File: src/rtl/hyperbus_pkg.sv
// Shared state encoding, word-width helper and watchdog default for the HyperBus burst master.
// The watchdog itself is enabled in the top by defining HBUS_TIMEOUT_EN.
package hyperbus_pkg;

    localparam logic [5:0] OH_IDLE  = 6'b000001;
    localparam logic [5:0] OH_FILL  = 6'b000010;
    localparam logic [5:0] OH_REQ   = 6'b000100;
    localparam logic [5:0] OH_XFER  = 6'b001000;
    localparam logic [5:0] OH_DRAIN = 6'b010000;
    localparam logic [5:0] OH_ERROR = 6'b100000;

    typedef enum logic [5:0] {
        ST_IDLE  = OH_IDLE,
        ST_FILL  = OH_FILL,
        ST_REQ   = OH_REQ,
        ST_XFER  = OH_XFER,
        ST_DRAIN = OH_DRAIN,
        ST_ERROR = OH_ERROR
    } hb_state_t;

    localparam int TIMEOUT_DEFAULT = 255;

    function automatic int word_width(input int dq_width);
        return 32'sd2 * dq_width;
    endfunction

endpackage

File: src/rtl/hyperbus_wbuf.sv
// Write-word buffer: synchronous FIFO with first-word-fall-through output.
// full_nxt predicts fullness after the current edge so the caller can register its ready.
module hyperbus_wbuf
    import hyperbus_pkg::*;
#(
    parameter int DW   = 16,
    parameter int LOG2 = 4
) (
    input  logic            clk90,
    input  logic            rst,
    input  logic            push,
    input  logic            pop,
    input  logic [DW-1:0]   din,
    output logic [DW-1:0]   dout,
    output logic [LOG2:0]   count,
    output logic            full,
    output logic            empty,
    output logic            full_nxt
);

    localparam int DEPTH = 1 << LOG2;
    localparam logic [LOG2:0]   CNT_DEPTH = (LOG2 + 1)'(DEPTH);
    localparam logic [LOG2:0]   CNT_ONE   = (LOG2 + 1)'(1);
    localparam logic [LOG2:0]   CNT_ZERO  = {(LOG2 + 1){1'b0}};
    localparam logic [LOG2-1:0] PTR_ONE   = LOG2'(1);
    localparam logic [LOG2-1:0] PTR_ZERO  = {LOG2{1'b0}};

    logic [DW-1:0]   mem [DEPTH];
    logic [LOG2-1:0] wr_ptr_q, wr_ptr_d;
    logic [LOG2-1:0] rd_ptr_q, rd_ptr_d;
    logic [LOG2:0]   count_q, count_d;
    logic            do_push_s, do_pop_s;

    // Pointer and occupancy update; a simultaneous push and pop leaves the count unchanged.
    always_comb begin
        do_push_s = push && (count_q != CNT_DEPTH);
        do_pop_s  = pop && (count_q != CNT_ZERO);
        wr_ptr_d  = do_push_s ? (wr_ptr_q + PTR_ONE) : wr_ptr_q;
        rd_ptr_d  = do_pop_s ? (rd_ptr_q + PTR_ONE) : rd_ptr_q;
        if (do_push_s && !do_pop_s) begin
            count_d = count_q + CNT_ONE;
        end else if (do_pop_s && !do_push_s) begin
            count_d = count_q - CNT_ONE;
        end else begin
            count_d = count_q;
        end
    end

    // Pointer/count registers; reset discards any buffered words.
    always_ff @(posedge clk90 or posedge rst) begin
        if (rst) begin
            wr_ptr_q <= PTR_ZERO;
            rd_ptr_q <= PTR_ZERO;
            count_q  <= CNT_ZERO;
        end else begin
            wr_ptr_q <= wr_ptr_d;
            rd_ptr_q <= rd_ptr_d;
            count_q  <= count_d;
        end
    end

    // Storage array, written only on an accepted push.
    always_ff @(posedge clk90) begin
        if (do_push_s) begin
            mem[wr_ptr_q] <= din;
        end
    end

    assign dout     = mem[rd_ptr_q];
    assign count    = count_q;
    assign full     = (count_q == CNT_DEPTH);
    assign empty    = (count_q == CNT_ZERO);
    assign full_nxt = (count_d == CNT_DEPTH);

endmodule

File: src/rtl/hyperbus_burst_master.sv
// Burst sequencer in front of the HyperBus primary controller: one command, exactly cmd_len words.
// Define HBUS_TIMEOUT_EN to add an idle-beat watchdog on the XFER state.
module hyperbus_burst_master
    import hyperbus_pkg::*;
#(
    parameter int WIDTH       = 8,
    parameter int ADDR_LENGTH = 32,
    parameter int LEN_WIDTH   = 8,
    parameter int WBUF_LOG2   = 4
`ifdef HBUS_TIMEOUT_EN
    ,
    parameter int TIMEOUT     = TIMEOUT_DEFAULT
`endif
) (
    input  logic                          clk90,
    input  logic                          rst,
    input  logic                          cmd_valid,
    output logic                          cmd_ready,
    input  logic                          cmd_we,
    input  logic                          cmd_reg,
    input  logic [ADDR_LENGTH-1:0]        cmd_adr,
    input  logic [LEN_WIDTH-1:0]          cmd_len,
    input  logic [word_width(WIDTH)-1:0]  wr_data,
    input  logic                          wr_valid,
    output logic                          wr_ready,
    output logic [word_width(WIDTH)-1:0]  rd_data,
    output logic                          rd_valid,
    output logic                          done,
    output logic                          done_err,
    output logic [ADDR_LENGTH-1:0]        hb_adr,
    output logic                          hb_reg,
    output logic [word_width(WIDTH)-1:0]  hb_wdat,
    output logic                          hb_wrq,
    output logic                          hb_rrq,
    input  logic                          hb_ready,
    input  logic                          hb_valid,
    input  logic                          hb_busy,
    input  logic                          hb_error,
    input  logic [word_width(WIDTH)-1:0]  hb_rdat
);

    localparam int DW         = word_width(WIDTH);
    localparam int WBUF_DEPTH = 1 << WBUF_LOG2;
    localparam logic [LEN_WIDTH-1:0] LEN_ONE  = LEN_WIDTH'(1);
    localparam logic [LEN_WIDTH-1:0] LEN_ZERO = {LEN_WIDTH{1'b0}};

    hb_state_t               state_q, state_d;
    logic [ADDR_LENGTH-1:0]  hb_adr_q, hb_adr_d;
    logic                    hb_reg_q, hb_reg_d;
    logic                    we_q, we_d;
    logic [LEN_WIDTH-1:0]    len_q, len_d;
    logic [LEN_WIDTH-1:0]    cnt_q, cnt_d;
    logic [DW-1:0]           hb_wdat_q, hb_wdat_d;
    logic [DW-1:0]           rd_data_q, rd_data_d;
    logic                    rd_valid_q, rd_valid_d;
    logic                    done_q, done_d;
    logic                    done_err_q, done_err_d;
    logic                    cmd_ready_q, cmd_ready_d;
    logic                    wr_ready_q, wr_ready_d;
    logic                    hb_wrq_q, hb_wrq_d;
    logic                    hb_rrq_q, hb_rrq_d;
    logic                    abort_q, abort_d;
`ifdef HBUS_TIMEOUT_EN
    logic [15:0]             wd_q, wd_d;
`endif

    logic                    hb_ready_q, hb_valid_q, hb_busy_q, hb_error_q;
    logic [DW-1:0]           hb_rdat_q;

    logic                    buf_push_s, buf_pop_s, buf_full_s, buf_empty_s, buf_full_nxt_s;
    logic [DW-1:0]           buf_dout_s;
    logic [WBUF_LOG2:0]      buf_count_s;
    logic                    beat_s;

    hyperbus_wbuf #(
        .DW   (DW),
        .LOG2 (WBUF_LOG2)
    ) u_wbuf (
        .clk90    (clk90),
        .rst      (rst),
        .push     (buf_push_s),
        .pop      (buf_pop_s),
        .din      (wr_data),
        .dout     (buf_dout_s),
        .count    (buf_count_s),
        .full     (buf_full_s),
        .empty    (buf_empty_s),
        .full_nxt (buf_full_nxt_s)
    );

    assign buf_push_s = wr_valid && wr_ready_q && !buf_full_s;

    // A beat is one word moved: a buffered word popped on hb_ready, or a read word on hb_valid.
    assign beat_s = ((state_q == ST_REQ) || (state_q == ST_XFER)) && (cnt_q != LEN_ZERO) &&
                    (we_q ? (hb_ready_q && !buf_empty_s) : hb_valid_q);

    // Next-state and next-output computation for the burst sequencer.
    always_comb begin
        state_d    = state_q;
        hb_adr_d   = hb_adr_q;
        hb_reg_d   = hb_reg_q;
        we_d       = we_q;
        len_d      = len_q;
        cnt_d      = cnt_q;
        hb_wdat_d  = hb_wdat_q;
        rd_data_d  = rd_data_q;
        rd_valid_d = 1'b0;
        done_d     = 1'b0;
        done_err_d = 1'b0;
        abort_d    = abort_q;
        buf_pop_s  = 1'b0;
`ifdef HBUS_TIMEOUT_EN
        wd_d       = 16'd0;
`endif
        if (hb_error_q) begin
            state_d = ST_ERROR;
            if (state_q != ST_ERROR) begin
                done_d     = 1'b1;
                done_err_d = 1'b1;
            end else begin
                done_d     = 1'b0;
                done_err_d = 1'b0;
            end
        end else begin
            case (state_q)
                ST_IDLE: begin
                    abort_d = 1'b0;
                    if (cmd_valid && cmd_ready_q) begin
                        hb_adr_d = cmd_adr;
                        hb_reg_d = cmd_reg;
                        we_d     = cmd_we;
                        len_d    = cmd_len;
                        cnt_d    = cmd_len;
                        if (cmd_len == LEN_ZERO) begin
                            done_d = 1'b1;
                        end else if (cmd_we && (32'(cmd_len) > WBUF_DEPTH)) begin
                            // Burst can never fit in the buffer: reject without touching the bus.
                            done_d     = 1'b1;
                            done_err_d = 1'b1;
                        end else if (cmd_we) begin
                            state_d = ST_FILL;
                        end else begin
                            state_d = ST_REQ;
                        end
                    end else begin
                        state_d = ST_IDLE;
                    end
                end
                ST_FILL: begin
                    if (32'(buf_count_s) >= 32'(len_q)) begin
                        state_d = ST_REQ;
                    end else begin
                        state_d = ST_FILL;
                    end
                end
                ST_REQ, ST_XFER: begin
                    if (beat_s) begin
                        cnt_d = cnt_q - LEN_ONE;
                        if (we_q) begin
                            buf_pop_s = 1'b1;
                            hb_wdat_d = buf_dout_s;
                        end else begin
                            rd_valid_d = 1'b1;
                            rd_data_d  = hb_rdat_q;
                        end
                    end else begin
                        cnt_d = cnt_q;
                    end
                    if (cnt_d == LEN_ZERO) begin
                        state_d = ST_DRAIN;
                    end else if ((state_q == ST_REQ) && hb_busy_q) begin
                        state_d = ST_XFER;
                    end else begin
                        state_d = state_q;
                    end
`ifdef HBUS_TIMEOUT_EN
                    if ((state_q == ST_XFER) && !beat_s) begin
                        if (32'(wd_q) >= (TIMEOUT - 32'sd1)) begin
                            abort_d = 1'b1;
                            state_d = ST_DRAIN;
                            wd_d    = 16'd0;
                        end else begin
                            wd_d = wd_q + 16'd1;
                        end
                    end else begin
                        wd_d = 16'd0;
                    end
`endif
                end
                ST_DRAIN: begin
                    if (!hb_busy_q) begin
                        done_d     = 1'b1;
                        done_err_d = abort_q;
                        state_d    = ST_IDLE;
                    end else begin
                        state_d = ST_DRAIN;
                    end
                end
                ST_ERROR: begin
                    state_d = ST_ERROR;
                end
                default: begin
                    state_d = ST_ERROR;
                end
            endcase
        end
        // Outputs are derived from the next state so they line up with it after the edge.
        cmd_ready_d = (state_d == ST_IDLE);
        hb_wrq_d    = we_d && ((state_d == ST_REQ) || (state_d == ST_XFER));
        hb_rrq_d    = !we_d && ((state_d == ST_REQ) || (state_d == ST_XFER));
        wr_ready_d  = !buf_full_nxt_s;
    end

    // Controller status and read data are registered once on entry.
    always_ff @(posedge clk90 or posedge rst) begin
        if (rst) begin
            hb_ready_q <= 1'b0;
            hb_valid_q <= 1'b0;
            hb_busy_q  <= 1'b0;
            hb_error_q <= 1'b0;
            hb_rdat_q  <= {DW{1'b0}};
        end else begin
            hb_ready_q <= hb_ready;
            hb_valid_q <= hb_valid;
            hb_busy_q  <= hb_busy;
            hb_error_q <= hb_error;
            hb_rdat_q  <= hb_rdat;
        end
    end

    // Sequencer state and registered outputs.
    always_ff @(posedge clk90 or posedge rst) begin
        if (rst) begin
            state_q     <= ST_IDLE;
            hb_adr_q    <= {ADDR_LENGTH{1'b0}};
            hb_reg_q    <= 1'b0;
            we_q        <= 1'b0;
            len_q       <= LEN_ZERO;
            cnt_q       <= LEN_ZERO;
            hb_wdat_q   <= {DW{1'b0}};
            rd_data_q   <= {DW{1'b0}};
            rd_valid_q  <= 1'b0;
            done_q      <= 1'b0;
            done_err_q  <= 1'b0;
            cmd_ready_q <= 1'b0;
            wr_ready_q  <= 1'b0;
            hb_wrq_q    <= 1'b0;
            hb_rrq_q    <= 1'b0;
            abort_q     <= 1'b0;
`ifdef HBUS_TIMEOUT_EN
            wd_q        <= 16'd0;
`endif
        end else begin
            state_q     <= state_d;
            hb_adr_q    <= hb_adr_d;
            hb_reg_q    <= hb_reg_d;
            we_q        <= we_d;
            len_q       <= len_d;
            cnt_q       <= cnt_d;
            hb_wdat_q   <= hb_wdat_d;
            rd_data_q   <= rd_data_d;
            rd_valid_q  <= rd_valid_d;
            done_q      <= done_d;
            done_err_q  <= done_err_d;
            cmd_ready_q <= cmd_ready_d;
            wr_ready_q  <= wr_ready_d;
            hb_wrq_q    <= hb_wrq_d;
            hb_rrq_q    <= hb_rrq_d;
            abort_q     <= abort_d;
`ifdef HBUS_TIMEOUT_EN
            wd_q        <= wd_d;
`endif
        end
    end

    assign cmd_ready = cmd_ready_q;
    assign wr_ready  = wr_ready_q;
    assign rd_data   = rd_data_q;
    assign rd_valid  = rd_valid_q;
    assign done      = done_q;
    assign done_err  = done_err_q;
    assign hb_adr    = hb_adr_q;
    assign hb_reg    = hb_reg_q;
    assign hb_wdat   = hb_wdat_q;
    assign hb_wrq    = hb_wrq_q;
    assign hb_rrq    = hb_rrq_q;

endmodule

File: config.mk
export PLATFORM = sky130hd
export DESIGN_NAME = hyperbus_burst_master
export DESIGN_NICKNAME = d
export VERILOG_FILES = /design/src/rtl/hyperbus_pkg.sv /design/src/rtl/hyperbus_wbuf.sv /design/src/rtl/hyperbus_burst_master.sv
export SDC_FILE = /design/constraint.sdc
export NUM_CORES = 1
export LEC_CHECK = 0
export ABC_AREA = 1
export ABC_CLOCK_PERIOD_IN_PS = 4170
export CAP_MARGIN = 40
export CORE_MARGIN = 2
export CORE_UTILIZATION = 25
export DETAILED_ROUTE_END_ITERATION = 10
export DONT_BUFFER_PORTS = 1
export SYNTH_ARGS = -nofsm -noshare
export SYNTH_HDL_FRONTEND = slang
export SYNTH_SLANG_ARGS = --single-unit
File: constraint.sdc
create_clock -name clk90 -period 4.17 [get_ports clk90]
set_clock_uncertainty 0.2 [all_clocks]
set_input_delay 0.834 -clock clk90 [delete_from_list [all_inputs] [get_ports clk90]]
set_output_delay 0.834 -clock clk90 [all_outputs]
set_load 0.05 [all_outputs]
After elaboration in Yosys (flattened, before gate mapping)

Memory sizes are Yosys's and may differ from the RTL's. A register that Yosys moved wholly into a read port is not among the register bits.
Cells that the tools add are included.

Bits in registers: 112
Memory bits (writable): 256
Bits of input ports: 82
Output and inout port bits: 72
Logic and storage cells: 120
Memories kept: 1

Memory list:

| name       | depth | bits a word | rd ports | clocked after memory_dff | wr ports | line                | text |
|---|---|---|---|---|---|---|---|
| u_wbuf.mem | 16    | 16          | 1        | 1                        | 1        | hyperbus_wbuf.sv:28 | `logic [DW-1:0] mem [DEPTH];` |

Add/subtract/negate cells: 5
$lt $le $gt $ge: 2
Equality and inequality tests: 13
Muxes and demuxes: 42
Bitwise gates (word level): 2
Reductions and logical operators: 33

Operators with widths:

| operator            | count |
|---|---|
| $mux 6              | 6 |
| $mux 8              | 4 |
| $mux 1              | 24 |
| $pmux 6 s4          | 1 |
| $logic_not 8->1     | 2 |
| $pmux 8 s2          | 1 |
| $mux 5              | 3 |
| $logic_and 1x1->1   | 14 |
| $eq 6x1->1 const B  | 2 |
| $eq 6x3->1 const B  | 2 |
| $eq 6x4->1 const B  | 2 |
| $eq 5x5->1 const B  | 2 |
| $add 4x1->4 const B | 2 |
| $ge 5x8->1          | 1 |
| $gt 8x5->1 const B  | 1 |
| $reduce_and 4->1    | 2 |
| $reduce_bool 8->1   | 1 |
| $sub 8x1->8 const B | 1 |
| $eq 6x2->1 const B  | 1 |
| $eq 6x5->1 const B  | 1 |
| $logic_not 1->1     | 6 |
| $mux 3              | 2 |
| $ne 6x6->1 const B  | 1 |
| $reduce_and 3->1    | 2 |
| other kinds (11)    | 13 |

Depth between registers and ports, before layout

Gate-level depths: netlist of the first run.

Depth in word-level cells: 15
Depth in mapped cells: 17

Modules after synthesis

From an unflattened synthesis of the first run, not the netlist that was laid out.

Cells, all modules: 1377
Area, all modules: 15726.3 um^2

Modules (own cells, without submodules):

| module                | times used | cells each | area each (um^2) |
|---|---|---|---|
| hyperbus_wbuf         | 1          | 803        | 10779.1 |
| hyperbus_burst_master | 1          | 574        | 4947.2 |

Worst setup path before layout of the first run

Ideal clock, no wire load.

Path type: input-to-reg
Start point: in wr_valid
End point: mem u_wbuf.mem[11][0] (enable)
Setup time: 409 ps
Arrival time: 2138 ps
Data required time: 3561 ps
Slack: 1422 ps
Stages on the path: 2
Buffers on the path: 0
Cells stage by stage: nand3_2 -> nor3_1

Cells in the longest elaborated chain, start to end: 5

RTL lines:

| item                           | line                        | text |
|---|---|---|
| start, declared                | hyperbus_burst_master.sv:24 | `input logic wr_valid,` |
| $logic_and 1x1->1 (2 in a row) | hyperbus_burst_master.sv:91 | `assign buf_push_s = wr_valid && wr_ready_q && !buf_full_s;` |
| $logic_and 1x1->1              | hyperbus_wbuf.sv:36         | `do_push_s = push && (count_q != CNT_DEPTH);` |
| $mux 1                         | hyperbus_wbuf.sv:64         | `if (do_push_s) begin` |
| $mux 1 (not written as such)   | hyperbus_wbuf.sv:65         | `mem[wr_ptr_q] <= din;` |
| end, declared                  | hyperbus_wbuf.sv:28         |  |

Every way passes these cells.

==> results of run 1 <==
[cells by family (layout without fill, tap and decap cells)]
logic type / count (synthesis) / after routing
simple gates: 551 / 551
compound gates: 245 / 245
buf+inv: 137 / 176
xor+xnor: 12 / 12
flops: 384 / 384
fa+ha+maj: 14 / 14
[per-layer routing]
layer	vias up	wire length, µm	track usage (%)
li1	4693	-	-
met3	65	2653	3.100
met4	0	966	3.753
met5	-	0	0
met2	338	18730	20.28
met1	4914	17290	16.13
[cell type report]
type / instances / share of cell area, %
Sequential cell: 384 / 60.93
Multi-Input combinational cell: 822 / 22.50
Clock buffer: 54 / 6.584
Tap cell: 790 / 5.528
Timing Repair Buffer: 28 / 1.672
Inverter: 72 / 1.532
Clock inverter: 22 / 1.259
[path summary, 6_finish.rpt]
kind                                           startpoint                        endpoint  slack, ps  cells past startpoint
max                        u_wbuf.rd_ptr_q[2]$_DFFE_PP0P_          hb_wdat[0]$_DFFE_PP0P_       1280                      6
min                                                   rst            hb_ready_q$_DFF_PP0_         60                      2
max reg2reg                u_wbuf.rd_ptr_q[2]$_DFFE_PP0P_          hb_wdat[0]$_DFFE_PP0P_       1280                      6
min reg2reg                       hb_rdat_q[15]$_DFF_PP0_         rd_data[15]$_DFFE_PP0P_        250                      2
max in group asynchronous                             rst  u_wbuf.rd_ptr_q[0]$_DFFE_PP0P_       3400                      2
min in group clk90                            hb_rdat[13]         hb_rdat_q[13]$_DFF_PP0_        100                      0
[power by group]
part / switching [mW] / internal, mW
clock: 1.52 / 2.25
sequential: 0.131 / 4.40
combinational: 0.442 / 0.172
[worst reg2reg max path, delay by kind of cell (launching register included)]
family | cells | cell delay [ps]
AOI/OAI and AO/OA | 3 | 370
and+or+nand+nor | 2 | 630
DFF | 1 | 690
buffers and inverters | 1 | 850
[synth_stat cells (10+ instances only)]
library cell / number
clkbuf_1: 51
a21oi_1: 47
o21ai_0: 113
nor2_1: 122
edfxtp_1: 256
ha_1: 14
buf_2: 12
o22ai_1: 18
o21a_1: 10
inv_1: 65
a31oi_1: 15
o221ai_1: 20
a221oi_1: 10
nand3_1: 67
dfrtp_1: 127
nand4_1: 16
nand2_1: 326
[per-stage QoR]
stage | cells | setup slack (ps)
CTS | 2172 | 1237
global placement | 2089 | 1316
floorplan | 1343 | 1422
finish | 2172 | 1276
global route | 2172 | 955.4
detailed placement | 2096 | 1243
==> reports/qor.log, run 1 <==
qor: synthesis.syn_area 0.01542 mm²
qor: timing.headroom_to_the_max_slew_limit 34.88%
qor: routing.drc 0
qor: critical_path.critPathTopFamily buffers and inverters
qor: grt.grt_overflow 0
qor: synthesis.synth_xor_xnor_area_share 0.7303%
qor: placement.place_area 0.01648 mm²
qor: floorplanning.num_rows 91
qor: cts.clkSlewWorstSetupHoldPaths 60 ps
qor: synthesis.synth_top_family_by_area simple AND/OR/NAND/NOR gates
qor: pwr.cellPowerDensity 498.5 mW/mm²
qor: synthesis.compound_gate_portion_of_the_synthesized_area 9.299%
qor: timing.post-route-period-util 69.39%
qor: timing.final_hold_viol_count 0
qor: synthesis.yosys-top-cells-area edfxtp_1 (50%), dfrtp_1 (21%), nand2_1 (7.9%)
qor: routing.dr_total_vias 10.01k
qor: critical_path.crit_path_start_kind flop
qor: floorplanning.core_area 0.06137 mm²
qor: synthesis.synth.distinct_cells 38
qor: floorplanning.initial_core_util 25.13%
qor: hold_path.hold_path_class in2async
qor: cts.tritoncts.num_buffers 41
qor: cells_and_area.layout.cells.most_common_list nand2_1 (326), edfxtp_1 (256), dfrtp_1 (126)
qor: cells_and_area.area_growth 15.97%
qor: cells_and_area.diode_insertion_count_for_antenna_repair 0
qor: grt.grt_first_pass_wirelength 60690 µm
qor: floorplanning.die_height 252.4 µm
qor: synthesis.synth-simple-area-share 14.71%
qor: cts.cts-resized-gates 0
qor: synthesis.muxShareOfSynthArea 0%
qor: cells_and_area.top_register u_wbuf.mem
qor: synthesis.synth_edf_count 256
qor: timing.whs 57.30 ps
qor: synthesis.postSynthRegisterBits 384
qor: critical_path.crit_path_top_delay_cell inv_1
qor: job.max_cap_violation_count 0
qor: synthesis.synth_area_leader_cell edfxtp_1
qor: timing.unrepaired_setup_endpoints_after_global_routing no
qor: run_status.status complete, no violations
qor: synthesis.synth_largest_type_area_fraction 49.85%
qor: cells_and_area.fin_util 29.14%
qor: routing.routed_via_count_divided_by_cell_count 4.609
qor: routing.post_drt_wl_per_cell 18.25 µm
qor: pwr.design_power_total 8.914 mW
qor: synthesis.synthesis.nets 1439
qor: grt.maximum_number_of_pins_on_one_net_before_global_route_repair 145
qor: critical_path.timing.critical_path.cells nand2_1 > inv_1 > nand3_1 > o211ai_1 > o21a_1 > o21ai_0
qor: routing.first_iter_violations 777
qor: grt.antenna_found_initial 0
qor: cts.post_cts_buffers 0
qor: floorplanning.top_level_pins 154
qor: grt.globalRouteTotalUtil 12.38%
qor: cts.cts-root-to-sink-buffers 3
qor: cells_and_area.area_occupied_by_multi_input_gates 0.004023 mm²
qor: synthesis.yosysWarnings 0
qor: critical_path.worst-endpoint-required 4380 ps
qor: routing.drt_wl_total 39650 µm
qor: floorplanning.floorplan.die_area 0.06368 mm²
qor: critical_path.crit_path_end_kind flop
qor: timing.finalSetupViolCount 0
qor: placement.i_o_buffers 0
qor: timing.finalCriticalPeriod 2894 ps
qor: cts.clock_sinks 384
qor: pwr.vdd_ir_drop_max 0.0002932 V
qor: cts.cts_root_buf clkbuf_16
qor: synthesis.asyncSetResetFlopFracSynth 33.33%
qor: floorplanning.die_x 252.4 µm
qor: routing.antenna_violating_nets_post_route 0
qor: routing.drt-pass1-iter-count 5
qor: timing.worst-slew-pin-transition 975.7 ps
qor: cells_and_area.largest_reg_flops 256
qor: timing.slew_violations 0
qor: critical_path.type_of_the_worst_setup_path reg2reg
qor: synthesis.synthFlopType edfxtp_1
qor: timing.final.setup.tns 0 ps
qor: critical_path.worst-endpoint-arrival 3100 ps
qor: critical_path.worstPathMaxFanout 22
qor: cts.cts_hold_buf 0
qor: cells_and_area.drive_gt1_share 9.407%
qor: cells_and_area.fillers 6191
qor: timing.clock.fmax 0.3456 GHz
qor: cells_and_area.commonest_non_fill_non_tap_cell_in_the_layout nand2_1
qor: placement.post-dp-hpwl 25900 µm
qor: critical_path.crit_path_max_incr_delay 840 ps
qor: synthesis.post_synth_fa_ha_maj_area_fraction 1.136%
qor: synthesis.postSynthCellCount 1343
qor: cts.clock_tree.htree_level_count 2
qor: placement.gpl.final_weighted_congestion 0.8202
qor: cells_and_area.final_nets 1445
qor: critical_path.worst_path_buffer_plus_inverter_count 1
qor: grt.first_global_vias 10.04k
qor: cts.cts_tree done
qor: synthesis.synth.yosys.seq_area_share 70.63%
qor: pwr.power.static_leakage 6.939 nW
qor: synthesis.synthesis.area_per_instance 11.48 µm²
qor: cells_and_area.regArea 0.01090 mm²
qor: cells_and_area.design_area_final 0.01788 mm²
qor: cts.insertion_delay_to_the_later_sink_of_the_worst_skew_pair 560 ps
Power figures use the tool's default switching activity.
==> run 2: changes to the inputs <==
Settings changed: ABC_CLOCK_PERIOD_IN_PS 4170 to 2410.
Clock period 4.17 ns to 2.41 ns, I/O delays scaled along.
==> run 2 against run 1 <==
  * Global-route usage is 0.086 points higher
  * Via count increased by 5.4%
  * Sequential share of layout area fell by 4.1 points
  * Hold slack got worse by 19 ps
  * Total power grew 79%
  * First-iteration DRC count is 3.5% higher
  * Sequential power grew 72%
  * Final area rose by 7.2%
  * Largest power group unchanged
==> reports/qor.log, run 2 (synthesized netlist as in run 1, its figures left out) <==
qor: hold_path.hold_path_class in2reg
qor: grt.antenna_found_initial 0 [unchanged]
qor: routing.drt-pass1-iter-count 5 [unchanged]
qor: cells_and_area.regArea 0.01090 mm² [unchanged]
qor: floorplanning.initial_core_util 25.13% [unchanged]
qor: grt.grt_first_pass_wirelength 61900 µm [+2.0%]
qor: pwr.vdd_ir_drop_max 0.0005429 V [+85%]
qor: grt.globalRouteTotalUtil 12.46% [+0.086 points]
qor: cells_and_area.area_occupied_by_multi_input_gates 0.004059 mm² [+0.90%]
qor: routing.post_drt_wl_per_cell 17.35 µm [-4.9%]
qor: floorplanning.core_area 0.06137 mm² [unchanged]
qor: job.max_cap_violation_count 0 [unchanged]
qor: timing.final.setup.tns 0 ps [unchanged]
qor: grt.maximum_number_of_pins_on_one_net_before_global_route_repair 96 [-34%]
qor: cells_and_area.drive_gt1_share 11.04% [+1.6 points]
qor: routing.drc 0 [unchanged]
qor: cells_and_area.area_growth 24.27%
qor: placement.place.detailed.instances 2127 [+1.5%]
qor: cells_and_area.commonest_non_fill_non_tap_cell_in_the_layout nand2_1
qor: timing.clock.fmax 0.4524 GHz [+31%]
qor: timing.slew_violations 0 [unchanged]
qor: cts.clock_sinks 384 [unchanged]
qor: critical_path.crit_path_end_kind flop
qor: floorplanning.floorplan.die_area 0.06368 mm² [unchanged]
qor: cells_and_area.layout.cells.most_common_list nand2_1 (325), edfxtp_1 (256), dfrtp_1 (126)
qor: cts.cts-root-to-sink-buffers 3 [unchanged]
qor: timing.worst-slew-pin-transition 577.3 ps [-398.3 ps]
qor: cts.clkSlewWorstSetupHoldPaths 60 ps [about the same]
qor: grt.first_global_vias 10.86k [+8.2%]
qor: cts.cts_tree done
qor: cts.tritoncts.num_buffers 42 [+2.4%]
qor: cells_and_area.final_nets 1556 [+7.7%]
qor: cells_and_area.diode_insertion_count_for_antenna_repair 0 [unchanged]
qor: floorplanning.die_height 252.4 µm [unchanged]
qor: routing.first_iter_violations 804 [+3.5%]
qor: cells_and_area.final_cells 2284 [+5.2%]
qor: placement.post-dp-hpwl 24470 µm [-5.5%]
qor: critical_path.worst-endpoint-required 2650 ps [-1730 ps]
qor: timing.finalSetupViolCount 0 [unchanged]
qor: timing.finalCriticalPeriod 2210 ps [-683.3 ps]
qor: floorplanning.top_level_pins 154 [unchanged]
qor: cells_and_area.fillers 6049 [-2.3%]
qor: timing.post-route-period-util 91.72% [+22 points]
qor: critical_path.worstPathMaxFanout 11 [-50%]
qor: pwr.design_power_total 15.92 mW [+79%]
qor: critical_path.worst-endpoint-arrival 2450 ps [-650 ps]
qor: pwr.power.static_leakage 7.453 nW [+7.4%]
qor: timing.final_hold_viol_count 0 [unchanged]
qor: placement.place_area 0.01690 mm² [+2.6%]
qor: critical_path.type_of_the_worst_setup_path reg2reg
qor: routing.drt_wl_total 39630 µm [about the same]
qor: routing.routed_via_count_divided_by_cell_count 4.621 [+0.27%]
qor: cts.clock_tree.htree_level_count 2 [unchanged]
qor: routing.antenna_violating_nets_post_route 0 [unchanged]
qor: grt.grt_overflow 0 [unchanged]
qor: critical_path.crit_path_start_kind flop
qor: cells_and_area.top_register u_wbuf.mem
qor: timing.unrepaired_setup_endpoints_after_global_routing no
qor: timing.headroom_to_the_max_slew_limit 61.38% [+26 points]
qor: routing.dr_total_vias 10.56k [+5.4%]
qor: placement.gpl.final_weighted_congestion 0.8445 [+3.0%]
qor: floorplanning.num_rows 91 [unchanged]
qor: pwr.cellPowerDensity 830.8 mW/mm² [+67%]
qor: timing.postLayoutSetupSlackWorst 199.6 ps [-1077 ps]
qor: cts.cts_root_buf clkbuf_16
qor: cells_and_area.design_area_final 0.01916 mm² [+7.2%]
qor: placement.i_o_buffers 0 [unchanged]
qor: floorplanning.die_x 252.4 µm [unchanged]
qor: cells_and_area.largest_reg_flops 256 [unchanged]
qor: placement.dp_worst_setup_slack 55.58 ps [-1188 ps]
qor: cts.insertion_delay_to_the_later_sink_of_the_worst_skew_pair 600 ps [+40 ps]
qor: run_status.status complete, no violations
==> run 2: what timing repair did <==
| item | in CTS | in global routing |
|---|---|---|
| setup endpoints to repair | 0 | 32 |
| hold endpoints to repair | 455 | 0 |
| setup buffers | 0 | 0 |
| gates resized for setup | 0 | 5 |
| hold buffers | 79 | 0 |
==> run 2: path summary, 6_finish.rpt <==
kind                       cells after the start                    from                     end  slack [ps]
hold reg to reg                                2  hb_rdat_q[1]$_DFF_PP0_  rd_data[1]$_DFFE_PP0P_         250
min in group asynchronous                      2                     rst   hb_adr[0]$_DFFE_PP0P_         160
setup / recovery                              13    cnt_q[1]$_DFFE_PP0P_      wr_ready$_DFF_PP0_         200
setup reg to reg                              13    cnt_q[1]$_DFFE_PP0P_      wr_ready$_DFF_PP0_         200
hold / removal                                 5               cmd_valid    state_q[0]$_DFF_PP1_          40
max in group asynchronous                      3                     rst    state_q[0]$_DFF_PP1_        1210
==> run 2: through the flow <==
step                      util, %  hold WS [ps]
after floorplan                 -         225.3
after detailed placement    27.54         135.7
after global routing        31.22         43.36
final                       31.22         38.56
after CTS                   31.18         4.134
after global placement      27.54         133.5
==> run 2: final cells by class <==
class	count	area share [%]
Multi-Input combinational cell	822	21.18
Sequential cell	384	56.86
Clock buffer	53	5.805
Clock inverter	25	1.737
Inverter	72	1.430
Tap cell	790	5.158
Timing Repair Buffer	138	7.829
==> run 2: power by group <==
group / internal (mW) / total (mW) / switching (mW)
combinational: 0.526 / 1.51 / 0.983
clock: 3.88 / 6.63 / 2.75
sequential: 7.61 / 7.78 / 0.164
total: 12.0 / 15.9 / 3.90
==> run 2: worst max-delay path: stages, from the launching register on <==
cell	delay (ps)
dfrtp_1	370
inv_1	60
ha_1	190
nand2_1	100
nor2_2	60
nor2_4	160
nand2_8	110
inv_2	70
nand3_1	120
nand2_2	150
nand2_2	90
xor2_2	150
nor2_1	120
nand3_1	110
==> run 2: routing by layer <==
metal	global-route usage [%]	up-vias	wire [µm]
li1	-	4924	-
met1	15.36	5201	16610
met2	21.50	370	19330
met3	3.028	60	2772
met4	3.872	0	915
met5	0	-	0
==> run 3: changes to the inputs <==
Settings changed: ABC_AREA 1 to 0, PLACE_DENSITY set to 0.5, SETUP_SLACK_MARGIN set to 0.02.
==> run 3 against run 2 <==
  * The flow now finishes with violations (negative setup slack)
  * Utilization up 2.9 points
  * Flip-flop and latch count stayed put
  * Count of clock-buffer cells in the layout is 15 higher
  * Total power up 3.7%
  * Combinational power increased by 15%
  * First-iteration DRC count down 34%
  * Global-route usage decreased by 0.092 points
  * Synthesized area down 0.41%
  * Worst setup slack lost 450 ps
  * Cell count shrank 16%
  * Register-to-register slack got worse by 450 ps
  * Largest cell class unchanged
==> reports/qor.log, run 3 <==
qor: run_status.status complete, but fails checks
qor: run_status.violated_checks negative setup slack
qor: synthesis.yosysWarnings 0 [unchanged]
qor: pwr.combinationalPowerShare 10.5% [+1.0 points]
qor: critical_path.worst-endpoint-arrival 2890 ps [+440 ps]
qor: timing.postLayoutSetupSlackWorst -246.0 ps [-445.6 ps]
qor: cells_and_area.fillers 5785 [-4.4%]
qor: grt.grt_overflow 0 [unchanged]
qor: synthesis.synth_xor_xnor_area_share 0.7985% [+0.068 points]
qor: timing.unrepaired_setup_endpoints_after_global_routing yes
qor: routing.drt_wl_total 39610 µm [about the same]
qor: timing.headroom_to_the_max_slew_limit 50.17% [-11 points]
qor: grt.grt_first_pass_wirelength 58910 µm [-4.8%]
qor: floorplanning.floorplan.die_area 0.06342 mm² [-0.40%]
qor: synthesis.synthesis.area_per_instance 17.47 µm² [+52%]
qor: synthesis.synth.distinct_cells 64 [+68%]
qor: cells_and_area.regArea 0.01090 mm² [about the same]
qor: critical_path.crit_path_end_kind flop
qor: synthesis.syn_area 0.01536 mm² [-0.41%]
qor: cells_and_area.final_nets 1192 [-23%]
qor: routing.drc 0 [unchanged]
qor: pwr.design_power_total 16.51 mW [+3.7%]
qor: timing.worst-slew-pin-transition 745.8 ps [+168.5 ps]
qor: cells_and_area.area_occupied_by_multi_input_gates 0.004736 mm² [+17%]
qor: synthesis.synth.yosys.seq_area_share 70.93% [+0.29 points]
qor: cts.insertion_delay_to_the_later_sink_of_the_worst_skew_pair 580 ps [-20 ps]
qor: floorplanning.initial_core_util 25.35% [+0.22 points]
qor: critical_path.cp-startpoint state_q[0]$_DFF_PP1_
qor: routing.antenna_violating_nets_post_route 0 [unchanged]
qor: critical_path.worstPathMaxFanout 4 [-7]
qor: synthesis.synth-simple-area-share 4.840% [-9.9 points]
qor: synthesis.synth_area_leader_cell edfxtp_1
qor: cts.clkSlewWorstSetupHoldPaths 60 ps [about the same]
qor: synthesis.yosys-top-cells-area edfxtp_1 (50%), dfrtp_1 (21%), mux4_2 (7.9%)
qor: cells_and_area.largest_reg_flops 256 [unchanged]
qor: cts.cts-root-to-sink-buffers 3 [unchanged]
qor: cells_and_area.layout.cells.most_common_list edfxtp_1 (256), dfrtp_1 (125), dlygate4sd3_1 (80)
qor: timing.clock.fmax 0.3765 GHz [-17%]
qor: synthesis.synth.top_cells.by_count edfxtp_1 (256), dfrtp_1 (127), mux2_2 (55)
qor: synthesis.synth_largest_type_area_fraction 50.06% [+0.21 points]
qor: cts.clock_tree.htree_level_count 2 [unchanged]
qor: synthesis.post_synth_fa_ha_maj_area_fraction 1.206% [+0.070 points]
qor: timing.slew_violations 0 [unchanged]
qor: placement.gpl.final_weighted_congestion 0.7961 [-5.7%]
qor: placement.place_area 0.01726 mm² [+2.1%]
qor: timing.final_hold_viol_count 0 [unchanged]
qor: grt.globalRouteTotalUtil 12.37% [-0.092 points]
qor: cells_and_area.drive_gt1_share 36.13% [+25 points]
qor: floorplanning.num_rows 90 [-1.1%]
qor: cts.clock_sinks 384 [unchanged]
qor: job.max_cap_violation_count 0 [unchanged]
qor: cts.cts_root_buf clkbuf_16
qor: critical_path.type_of_the_worst_setup_path reg2reg
qor: placement.post-dp-hpwl 23070 µm [-5.7%]
qor: pwr.cellPowerDensity 797.8 mW/mm² [-4.0%]
qor: synthesis.synth_edf_count 256 [unchanged]
qor: placement.i_o_buffers 0 [unchanged]
qor: cts.tritoncts.num_buffers 45 [+7.1%]
qor: pwr.sequentialPowerShare 47.1% [-1.7 points]
qor: cts.cts_tree done
qor: cells_and_area.commonest_non_fill_non_tap_cell_in_the_layout edfxtp_1
qor: synthesis.synthFlopType edfxtp_1
qor: grt.antenna_found_initial 1 [+1]
qor: floorplanning.core_area 0.06058 mm² [-1.3%]
qor: synthesis.muxShareOfSynthArea 14.92% [+15 points]
qor: cells_and_area.top_register u_wbuf.mem
qor: timing.final.setup.tns -11600 ps [-11600 ps]
qor: cells_and_area.design_area_final 0.02069 mm² [+8.0%]
qor: floorplanning.die_x 251.8 µm [-0.20%]
qor: routing.dr_total_vias 8741 [-17%]
qor: floorplanning.die_height 251.8 µm [-0.20%]
qor: routing.first_iter_violations 528 [-34%]
qor: timing.post-route-period-util 110.2% [+18 points]
qor: placement.dp_worst_setup_slack -427.0 ps [-482.6 ps]
qor: pwr.switching_share 23.87% [-0.64 points]
qor: pwr.power.net_switching 3.940 mW [+0.99%]
qor: critical_path.worst-endpoint-required 2640 ps [about the same]
qor: synthesis.postSynthCellCount 879 [-35%]
qor: synthesis.most_common_cell_in_the_synthesized_netlist edfxtp_1
qor: timing.whs 55.01 ps [+16.45 ps]
qor: critical_path.crit_path_start_kind flop
qor: timing.finalCriticalPeriod 2656 ps [+445.6 ps]
qor: pwr.internal_power 12.57 mW [+4.6%]
qor: synthesis.compound_gate_portion_of_the_synthesized_area 5.524% [-3.8 points]
qor: synthesis.synthesis.nets 975 [-32%]
qor: synthesis.postSynthRegisterBits 384 [unchanged]
qor: pwr.vdd_ir_drop_max 0.0005252 V [-3.3%]
qor: hold_path.hold_path_class in2reg
qor: routing.drt-pass1-iter-count 4 [-1]
qor: grt.maximum_number_of_pins_on_one_net_before_global_route_repair 65 [-32%]
qor: routing.post_drt_wl_per_cell 20.68 µm [+19%]
qor: grt.first_global_vias 9173 [-16%]
qor: synthesis.asyncSetResetFlopFracSynth 33.33% [unchanged]
qor: routing.routed_via_count_divided_by_cell_count 4.564 [-1.2%]
qor: hold_path.worst_hold_startpoint cmd_len[6]
qor: synthesis.synth_top_family_by_area multiplexers
qor: pwr.clock_power_share 42.4% [+0.7 points]
qor: floorplanning.top_level_pins 154 [unchanged]
qor: timing.finalSetupViolCount 90 [+90]
qor: cells_and_area.area_growth 34.74%
qor: pwr.power.static_leakage 7.545 nW [+1.2%]
qor: critical_path.rr_startpoint state_q[0]$_DFF_PP1_
==> run 3: cell types whose count changed in the layout (fill, tap and decap cells not counted), sizes merged, moves of 54 or more <==
cell   change
mux4      +54
nor2     -107
o21ai     -94
nand2    -294
buf       +76
mux2      +64
nand3     -58
==> run 3: logic make-up after synthesis <==
kind of cell / after synthesis
multiplexers: 150
XOR/XNOR: 14
adder cells (fa/ha/maj): 15
AO/OA/AOI/OAI: 119
AND/OR/NAND/NOR: 133
flip-flops: 384
buffers and inverters: 64
==> run 3: repair_timing <==
action | 4_1_cts | 5_1_grt
gates resized for setup | 139 | 51
hold endpoints to repair | 452 | 0
setup endpoints to repair | 95 | 225
pin swaps | 23 | 18
buffers inserted | 20 | 13
hold buffers | 80 | 0
gates cloned | 7 | 3
==> run 3: path summary, 6_finish.rpt <==
check	to	slack [ps]	cells past startpoint
min in group asynchronous	hb_wdat[1]$_DFFE_PP0P_	150	2
setup reg to reg	wr_ready$_DFF_PP0_	-250	5
setup / recovery	wr_ready$_DFF_PP0_	-250	5
hold reg to reg	rd_data[7]$_DFFE_PP0P_	260	1
max in group asynchronous	state_q[0]$_DFF_PP1_	1160	3
hold / removal	cnt_q[6]$_DFFE_PP0P_	60	3
==> run 3: cell type report <==
| type | count | share of cell area (%) |
|---|---|---|
| sequential | 384 | 52.66 |
| clock inverter | 15 | 0.9857 |
| antenna | 1 | 0.01209 |
| clock buffer | 68 | 6.495 |
| timing repair buffer | 218 | 11.89 |
| inverter | 16 | 0.3326 |
| tap | 782 | 4.729 |
| multi-input combinational | 431 | 22.89 |
==> run 3: worst max-delay path, cell delays in order (launching register included) <==
cell and delay, ps:
dfstp_2 360, or4_4 550, or4_4 580, mux2i_1 190, xor2_1 200, or4b_1 440
==> run 3: power groups by stage <==
stage                     Clock, mW  Sequential (mW)  Combinational [mW]
final                          6.99             7.78                1.74
after floorplan                   0             7.88               0.775
after CTS                      7.20             7.77                1.72
after global routing           7.47             7.82                1.90
after detailed placement          0             7.90                1.52
after global placement            0             7.88                1.49
==> run 3: stage by stage <==
| step | std cells | utilization (%) |
|---|---|---|
| after global routing | 1915 | 34.15 |
| after floorplan | 879 | - |
| final | 1915 | 34.15 |
| after CTS | 1907 | 33.79 |
| after detailed placement | 1717 | 28.49 |
| after global placement | 1717 | 28.49 |
==> run 3: per-layer routing <==
layer / track usage, % / vias to the layer above / wire length [µm]
met1: 16.51 / 4560 / 17770
met3: 2.868 / 53 / 2113
met5: 0 / - / 0
met4: 3.449 / 0 / 726
li1: - / 3916 / -
met2: 20.17 / 212 / 19000
